**config.mk**
```make
export PLATFORM = sky130hd
export DESIGN_NAME = vx_stream_mux
export DESIGN_NICKNAME = d
export VERILOG_FILES = /design/src/rtl/vx_stream_mux.sv
export SDC_FILE = /design/constraint.sdc
export NUM_CORES = 1
export LEC_CHECK = 0
export BUFFER_PORTS_ARGS = -buffer_cell sky130_fd_sc_hd__clkbuf_2
export CORE_AREA = 2 2 66 68
export DETAILED_ROUTE_END_ITERATION = 16
export DIE_AREA = 0 0 68 70
export PLACE_DENSITY = 0.72
export SETUP_SLACK_MARGIN = 0.05
export SLEW_MARGIN = 20
export SYNTH_ARGS = -nofsm -noshare
export SYNTH_HDL_FRONTEND = slang
export SYNTH_SLANG_ARGS = --single-unit
```
**constraint.sdc**
```tcl
create_clock -name vclk -period 1.9
set_input_delay 0.38 -clock vclk [all_inputs]
set_output_delay 0.38 -clock vclk [all_outputs]
set_load 0.01 [all_outputs]
```
**src/rtl/vx_stream_mux.sv**
```systemverilog
// Per-lane valid/ready stream selector with an optional output stage.
// OUT_BUF: 0 = combinational, 1 = pipe register, 2 = two-entry skid buffer.
module vx_stream_mux #(
  parameter int NUM_INPUTS  = 4,
  parameter int NUM_OUTPUTS = 1,
  parameter int DATAW       = 32,
  parameter int OUT_BUF     = 0,
  parameter int LN = (NUM_INPUTS > 1) ? $clog2(NUM_INPUTS) : 1
) (
  input  logic clk,
  input  logic reset,
  input  logic [NUM_OUTPUTS-1:0][LN-1:0] sel_in,
  input  logic [NUM_INPUTS-1:0][NUM_OUTPUTS-1:0] valid_in,
  input  logic [NUM_INPUTS-1:0][NUM_OUTPUTS-1:0][DATAW-1:0] data_in,
  output logic [NUM_INPUTS-1:0][NUM_OUTPUTS-1:0] ready_in,
  output logic [NUM_OUTPUTS-1:0] valid_out,
  output logic [NUM_OUTPUTS-1:0][DATAW-1:0] data_out,
  input  logic [NUM_OUTPUTS-1:0] ready_out
);

  typedef enum logic [1:0] {
    S_EMPTY,
    S_ONE,
    S_FULL
  } state_e;

  logic [NUM_OUTPUTS-1:0] sel_v;
  logic [NUM_OUTPUTS-1:0] stg_rdy;
  logic [NUM_OUTPUTS-1:0][DATAW-1:0] sel_d;

  logic unused_ok;
  assign unused_ok = ^{clk, reset};

  if (NUM_INPUTS == 1) begin : g_single
    logic [NUM_OUTPUTS*LN-1:0] unused_sel;
    assign unused_sel = sel_in;
    always_comb begin
      sel_v       = valid_in[0];
      sel_d       = data_in[0];
      ready_in[0] = stg_rdy;
    end
  end else begin : g_multi
    always_comb begin
      ready_in = '0;
      sel_v    = '0;
      sel_d    = '0;
      for (int o = 0; o < NUM_OUTPUTS; o++) begin
        sel_v[o] = valid_in[sel_in[o]][o];
        sel_d[o] = data_in[sel_in[o]][o];
        ready_in[sel_in[o]][o] = stg_rdy[o];
      end
    end
  end

  for (genvar o = 0; o < NUM_OUTPUTS; o++) begin : g_lane
    if (OUT_BUF == 0) begin : g_comb
      assign valid_out[o] = sel_v[o];
      assign data_out[o]  = sel_d[o];
      assign stg_rdy[o]   = ready_out[o];
    end else if (OUT_BUF == 1) begin : g_pipe
      logic valid_q, valid_d;
      logic [DATAW-1:0] data_q, data_d;
      logic in_fire;

      assign stg_rdy[o] = !reset && (!valid_q || ready_out[o]);
      assign in_fire    = sel_v[o] && stg_rdy[o];

      always_comb begin
        valid_d = valid_q;
        data_d  = data_q;
        if (in_fire) begin
          valid_d = 1'b1;
          data_d  = sel_d[o];
        end else if (ready_out[o]) begin
          valid_d = 1'b0;
        end
      end

      always_ff @(posedge clk) begin
        if (reset) valid_q <= 1'b0;
        else       valid_q <= valid_d;
        data_q <= data_d;
      end

      assign valid_out[o] = valid_q;
      assign data_out[o]  = data_q;
    end else begin : g_skid
      state_e state_q, state_d;
      logic [DATAW-1:0] out_q, out_d;
      logic [DATAW-1:0] skid_q, skid_d;
      logic in_fire, out_fire;

      // Ready comes from state only, so no path from ready_out.
      assign stg_rdy[o] = !reset && (state_q != S_FULL);
      assign in_fire    = sel_v[o] && stg_rdy[o];
      assign out_fire   = (state_q != S_EMPTY) && ready_out[o];

      always_comb begin
        state_d = state_q;
        out_d   = out_q;
        skid_d  = skid_q;
        unique case (state_q)
          S_EMPTY: begin
            if (in_fire) begin
              state_d = S_ONE;
              out_d   = sel_d[o];
            end
          end
          S_ONE: begin
            if (in_fire && out_fire) begin
              out_d = sel_d[o];
            end else if (in_fire) begin
              state_d = S_FULL;
              skid_d  = sel_d[o];
            end else if (out_fire) begin
              state_d = S_EMPTY;
            end
          end
          S_FULL: begin
            if (out_fire) begin
              state_d = S_ONE;
              out_d   = skid_q;
            end
          end
          default: state_d = S_EMPTY;
        endcase
      end

      always_ff @(posedge clk) begin
        if (reset) state_q <= S_EMPTY;
        else       state_q <= state_d;
        out_q  <= out_d;
        skid_q <= skid_d;
      end

      assign valid_out[o] = (state_q != S_EMPTY);
      assign data_out[o]  = out_q;
    end

    if (NUM_INPUTS > 1) begin : g_sel_chk
      a_sel: assert property (@(posedge clk) disable iff (reset)
        int'(sel_in[o]) < NUM_INPUTS);
    end

    if (OUT_BUF != 0) begin : g_hold_chk
      a_hold: assert property (@(posedge clk) disable iff (reset)
        valid_out[o] && !ready_out[o]
        |=> valid_out[o] && $stable(data_out[o]));
    end
  end

endmodule

```
==> summary.txt, run 1 <==
Status - completed
Compound-Gate Fraction of Synth Area - 0%
M2 GR Usage - 29.7%
CP Cell Sequence - buf_4 -> buf_12 -> mux4_1 -> clkbuf_2
WL final - 3720 um
Synth warn - 0
Worst-Margin Slew - 0.187 ns
Hold Violations, Final - 0
ANT cells - 0
Initial Util - 21.1%
CP required - 1.52 ns
CP Max Fanout - 9
Post-Synth Adder-Cell Area - 0%
RD Place Congestion - 0.797
Busiest metal layer after global routing - met2
Via count - 1260
Worst Hold Depth - 3
Synth area leaders - mux4_2 72%, mux4_1 15%, buf_12 4.6%
Total Neg Setup Slack - 0 ns
XOR/XNOR share of the synthesized area - 0%
Fmax - 0.565 GHz
Nets - 353
Fin crit period - 1.77 ns
Antenna-violating nets left - 0
Total power - 0.437 mW
Max-cap violations - 0
Routed len/inst - 14.0 um
GR Overflow Total - 0
Clk_buf instances - 0
Die area - 0.00476 mm2
Met1 Usage GRT - 14.1%
Post-synthesis mux area share - 87.0%
Final setup viols - 0
Pwr dens - 239 mW/mm2
Vias in the first global route - 1272
Slowest cell on the critical path - mux4_1
Largest family of logic cells by synthesized area - multiplexers
Average size of a mapped cell - 19.5 um2
WHS - 1.11 ns
Global-route met3 utilization - 1.13%
Synth top area share - 72.0%
Die X - 68 um
Synthesized cell area - 876 um2
Relative slew slack - 87.6%
Placed insts - 264
Iter 0 DRT Violations - 3
Synth-to-Final Area Change - 109%
First-pass GRT wire length - 5340 um
Vias/cell - 4.74
Register area share after synthesis - 0%
Simple-Gate Fraction of Synth Area - 3.57%
Worst Setup End Kind - output pin
I/O Buffers - 172
DPL Wire Length - 3310 um
Synth cell types - 8
Aggregate global-route resource usage - 13.9%
Share of layout cells above drive strength 1 - 95.8%
Slew Viols, Final - 0
CP max stage delay - 0.55 ns
CP Data Arrival Time - 1.39 ns
Maximum VDD drop - 0.000104 V
Critical Setup Path Class - input pin to output pin
Largest net degree at the start of global routing - 38
Synth Net Count - 182
Die Y - 70 um
Final non-filler cell total - 266
Cell row count - 24
Initial antenna violation count - 0
Reg area - 0 um2
RSZ-0062 raised after global routing - false
DR DRC count - 0
Leak pwr - 1.02 nW
Final period util - 93.1%
Boundary Pins - 174
Setup crit start kind - input pin
Core area - 0.00414 mm2
Post-layout util - 44.2%
Drt first pass iters - 4
Setup bufs post-CTS - 0
Cell taking the most area after synthesis - mux4_2
Seq_cells - 0
Post-Synthesis Cells - 45
Cell with the most instances after synthesis - mux4_2
Leading post-synthesis cells by instance count - 28 x mux4_2, 5 x mux4_1, 4 x buf_2
HP Class - input pin to output pin
report_power, final:
group / internal (mW) / switching (mW) / total, mW
clock: 0 / 0 / 0
sequential: 0 / 0 / 0
combinational: 0.277 / 0.160 / 0.437
worst paths after layout:
| path | startpoint | to | slack (ns) |
|---|---|---|---|
| setup / recovery | sel_in[0] | data_out[30] | 0.13 |
| hold / removal | ready_out | ready_in[0] | 1.11 |
routing by layer:
layer | vias up | wire length, um
li1 | 575 | -
met1 | 581 | 1140
met2 | 102 | 2100
met3 | 2 | 456
met4 | 0 | 23
met5 | - | 0
layout make-up:
cell class,instances,area (um2)
repair buffers,177,973
well taps,52,65.1
multi-input cells,37,793
fillers,397,2310
cells by family (layout without fill, tap and decap cells):
group,Yosys count,count (layout)
buffers and inverters,8,177
multiplexers,33,33
AND/OR/NAND/NOR,4,4
critical path, delay by kind of cell:
kind / cells / cell delay, ns
buffers and inverters: 3 / 0.46
muxes: 1 / 0.55
through the flow:
stage / setup WS, ns / area, um2
final: 0.131 / 1830
after detailed placement: 0.0910 / 1780
after CTS: 0.0909 / 1780
after global placement: 0.0989 / 1780
after floorplan: 0.303 / 876
after global routing: 0.0761 / 1830
cells in the final DEF (no fill, tap or decap):
| master | instances |
|---|---|
| and3b_1 | 2 |
| buf_12 | 3 |
| nor3b_1 | 1 |
| and3_1 | 1 |
| mux4_2 | 28 |
| clkbuf_2 | 171 |
| mux4_1 | 5 |
| buf_4 | 1 |
| clkbuf_16 | 2 |
what timing repair did:
action,in CTS,in global routing
endpoints found under the setup margin,0,1
resized for setup,0,3
hold buffers,0,0
(Power assumes the default switching activity.)
==> inputs of run 2 (changes only) <==
--- a/config.mk
+++ b/config.mk
@@ -9,6 +9,7 @@
 export CORE_AREA = 2 2 66 68
 export DETAILED_ROUTE_END_ITERATION = 16
 export DIE_AREA = 0 0 68 70
+export GPL_TIMING_DRIVEN = 0
 export PLACE_DENSITY = 0.72
 export SETUP_SLACK_MARGIN = 0.05
 export SLEW_MARGIN = 20
==> run 2 against run 1 <==
- fmax rose by 1.4%
- sequential share of layout area did not move
- critical path depth did not move
- clock-buffer cell count did not move
- first-iteration DRC count rose to 7.3 times the previous value
- non-clock buffer count rose by 1
- routed wire length fell by 2.6%
==> summary.txt, run 2 (synthesis results as in run 1) <==
I/O Buffers - 170
Fin crit period - 1.74 ns
Die Y - 70 um
Clk_buf instances - 0
Reg area - 0 um2
WL final - 3620 um
DPL Wire Length - 3410 um
Slew Viols, Final - 0
Cell row count - 24
Top cell by count, worst path - buf_2
Seq_cells - 0
Core area - 0.00414 mm2
Hold Violations, Final - 0
HP Class - input pin to output pin
Antenna-violating nets left - 0
Final non-filler cell total - 267
Die X - 68 um
Final setup viols - 0
Synth-to-Final Area Change - 105%
Most frequent cells in the layout - 170 x clkbuf_2, 28 x mux4_2, 5 x mux4_1
Share of layout cells above drive strength 1 - 95.8%
Design Area, Final - 0.00179 mm2
RD Place Congestion - 0.827
Initial antenna violation count - 0
WHS - 1.11 ns
Pwr dens - 238 mW/mm2
Critical Setup Path Class - input pin to output pin
CP top delay family - buffers and inverters
ANT cells - 0
Placed insts - 267
Worst-Margin Slew - 0.240 ns
Aggregate global-route resource usage - 13.2%
Max-cap violations - 0
CP bufs+invs - 3
Iter 0 DRT Violations - 22
Slowest cell on the critical path - mux4_2
Final period util - 91.8%
GR Overflow Total - 0
Setup bufs post-CTS - 0
Maximum VDD drop - 0.000105 V
Via count - 1266
CP max stage delay - 0.34 ns
Routed len/inst - 13.5 um
Setup crit start kind - input pin
Worst Setup End Kind - output pin
Most common cell after layout, fill and taps aside - clkbuf_2
Relative slew slack - 84.0%
Status - completed
Boundary Pins - 174
Layout fillers - 408
Die area - 0.00476 mm2
CP Data Arrival Time - 1.36 ns
Largest net degree at the start of global routing - 11
RSZ-0062 raised after global routing - false
CP Max Fanout - 10
Total Neg Setup Slack - 0 ns
Fmax - 0.573 GHz
DR DRC count - 0
CTS Hold Bufs - 0
Post-CTS Resized - 0
Multi-input combinational cell area - 793 um2
Post-DP Area - 0.00179 mm2
Initial Util - 21.1%
First-pass GRT wire length - 5030 um
Leak pwr - 1.01 nW
Nets - 354
Vias in the first global route - 1219
CP required - 1.52 ns
Vias/cell - 4.74
Drt first pass iters - 4
Total power - 0.427 mW
CP Cell Sequence - buf_2 -> buf_2 -> mux4_2 -> clkbuf_2
## run 2: changes by cell type in the layout (fill, tap and decap cells not counted), sizes merged
cell	change
clkbuf	-3
buf	+4
## run 2: tightest hold or removal path: cells and delay by family
| kind | cells | cell delay, ns |
|---|---|---|
| buffers and inverters | 2 | 0.22 |
| AND/OR/NAND/NOR | 1 | 0.13 |
## run 2: metrics by stage
step | worst slack (ns) | utilization [%]
floorplan | 0.303 | -
global placement | 0.131 | 43.2
detailed placement | 0.114 | 43.2
CTS | 0.114 | 43.2
global route | 0.0736 | 43.2
finish | 0.156 | 43.2
## run 2: layout make-up
class                      count  share of cell area [%]
timing repair buffer         170                    47.5
multi-input combinational     37                    44.3
buffer                         8                    4.61
tap                           52                    3.63
## run 2: final timing paths
path                       from  slack [ns]  cells past startpoint           end
worst max-delay path  sel_in[1]        0.16                      4  data_out[15]
worst min-delay path  ready_out        1.11                      3   ready_in[0]
## run 2: where the power goes
group          switching (mW)  internal [mW]
Sequential                  0              0
Combinational           0.158          0.268
Clock                       0              0
## run 2: layer usage
| layer | track usage, % | vias to the layer above | routed length, um |
|---|---|---|---|
| li1 | - | 577 | - |
| met1 | 13.5 | 581 | 1140 |
| met2 | 28.0 | 106 | 1960 |
| met3 | 1.13 | 2 | 502 |
| met4 | 0.667 | 0 | 21 |
| met5 | 0 | - | 0 |
==> inputs of run 3 (changes only) <==
--- a/config.mk
+++ b/config.mk
@@ -6,11 +6,13 @@
 export NUM_CORES = 1
 export LEC_CHECK = 0
 export BUFFER_PORTS_ARGS = -buffer_cell sky130_fd_sc_hd__clkbuf_2
-export CORE_AREA = 2 2 66 68
+export CELL_PAD_IN_SITES_DETAIL_PLACEMENT = 0
+export CELL_PAD_IN_SITES_GLOBAL_PLACEMENT = 2
+export CORE_MARGIN = 2
+export CORE_UTILIZATION = 12
 export DETAILED_ROUTE_END_ITERATION = 16
-export DIE_AREA = 0 0 68 70
 export GPL_TIMING_DRIVEN = 0
-export PLACE_DENSITY = 0.72
+export PLACE_DENSITY_LB_ADDON = 0.1
 export SETUP_SLACK_MARGIN = 0.05
 export SLEW_MARGIN = 20
 export SYNTH_ARGS = -nofsm -noshare
==> run 3 against run 2 <==
- final cell count grew 18%
- total power grew 0.23%
- cell area grew 3.6%
- critical endpoint is now data_out[25]
- combinational power is essentially flat
- sequential share of layout area is the same
- core utilization shrank 17 points
- routed wire length grew 19%
- via count shrank 1.7%
- clock-buffer cell count is the same
- highest routed layer is now met3
- non-clock buffer count is the same
==> summary.txt, run 3 (synthesis results as in run 1) <==
Status - completed
Seq_cells - 0
Slew Viols, Final - 0
Routed len/inst - 13.7 um
Final setup viols - 0
Die Y - 89.4 um
First-pass GRT wire length - 5710 um
HP Class - input pin to output pin
I/O Buffers - 170
Placed insts - 314
Crit. Startpoint - sel_in[0]
CP Data Arrival Time - 1.38 ns
Most frequent cells in the layout - 170 x clkbuf_2, 28 x mux4_2, 5 x mux4_1
CP Max Fanout - 10
CP endpoint - data_out[25]
WL final - 4310 um
GR Overflow Total - 0
Die X - 89.4 um
Reg area - 0 um2
DPL Wire Length - 3990 um
RD Place Congestion - 0.624
Pwr dens - 230 mW/mm2
Setup crit start kind - input pin
Initial Util - 12.2%
Iter 0 DRT Violations - 10
Nets - 354
Worst Setup End Kind - output pin
Drt first pass iters - 4
Boundary Pins - 174
Critical Setup Path Class - input pin to output pin
DR DRC count - 0
Vias/cell - 3.96
Fin crit period - 1.76 ns
ANT cells - 0
Vias in the first global route - 1196
Leak pwr - 1.01 nW
Clk_buf instances - 0
Initial antenna violation count - 0
Cell row count - 31
Design Area, Final - 0.00186 mm2
Synth-to-Final Area Change - 112%
Max-cap violations - 0
Core area - 0.00718 mm2
Aggregate global-route resource usage - 8.98%
Die area - 0.00800 mm2
Share of layout cells above drive strength 1 - 95.8%
Final period util - 92.6%
Relative slew slack - 84.7%
Maximum VDD drop - 0.0000605 V
RSZ-0062 raised after global routing - false
Antenna-violating nets left - 0
Most common cell after layout, fill and taps aside - clkbuf_2
Via count - 1245
Largest net degree at the start of global routing - 11
Post-layout util - 25.9%
Total power - 0.428 mW
Hold Violations, Final - 0
Total Neg Setup Slack - 0 ns
Final non-filler cell total - 314
Post-DP Area - 0.00185 mm2
Fmax - 0.568 GHz
CP required - 1.52 ns
Worst-Margin Slew - 0.229 ns
CTS Hold Bufs - 0
## run 3: changes by cell type in the layout (fill, tap and decap cells not counted)
cell | previous run | this run
buf_2 | 4 | 2
clkbuf_4 | 0 | 2
## run 3: worst min path at each step
stage / start / end / slack (ns) / cells after the start
floorplan: ready_out / ready_in[0] / 0.91 / 1
global placement: ready_out / ready_in[0] / 1.12 / 3
detailed placement: ready_out / ready_in[0] / 1.11 / 3
CTS: ready_out / ready_in[0] / 1.11 / 3
global route: ready_out / ready_in[0] / 1.14 / 3
finish: ready_out / ready_in[0] / 1.11 / 3
## run 3: critical path, cell delays in order
cell	delay [ns]
buf_6	0.16
buf_6	0.18
mux4_2	0.51
clkbuf_2	0.14
## run 3: layout make-up
class / count / area [um2]
Timing Repair Buffer: 170 / 851
Buffer: 8 / 87.6
Multi-Input combinational cell: 37 / 793
Fill cell: 787 / 5320
Tap cell: 99 / 124
## run 3: routing by layer
| layer | track usage, % | wire length, um | up-vias |
|---|---|---|---|
| met5 | 0 | 0 | - |
| met1 | 11.6 | 1650 | 578 |
| met2 | 17.0 | 2180 | 91 |
| met4 | 0 | 0 | 0 |
| met3 | 1.02 | 479 | 0 |
| li1 | - | - | 576 |
## run 3: stage by stage
stage          worst slack (ns)  hold WS [ns]
6_report                  0.140          1.11
2_1_floorplan             0.303         0.905
5_1_grt                  0.0815          1.14
4_1_cts                  0.0774          1.11
3_3_place_gp             0.0927          1.12
3_5_place_dp             0.0794          1.11
## run 3: power by group
group | total [mW] | leakage [nW] | internal [mW] | switching [mW]
sequential | 0 | 0 | 0 | 0
clock | 0 | 0 | 0 | 0
combinational | 0.428 | 1.01 | 0.269 | 0.159
total | 0.428 | 1.01 | 0.269 | 0.159
## run 3: timing repair
action                     in CTS  in global routing
resized for setup               0                  2
setup buffers                   0                  0
setup endpoints to repair       0                  3
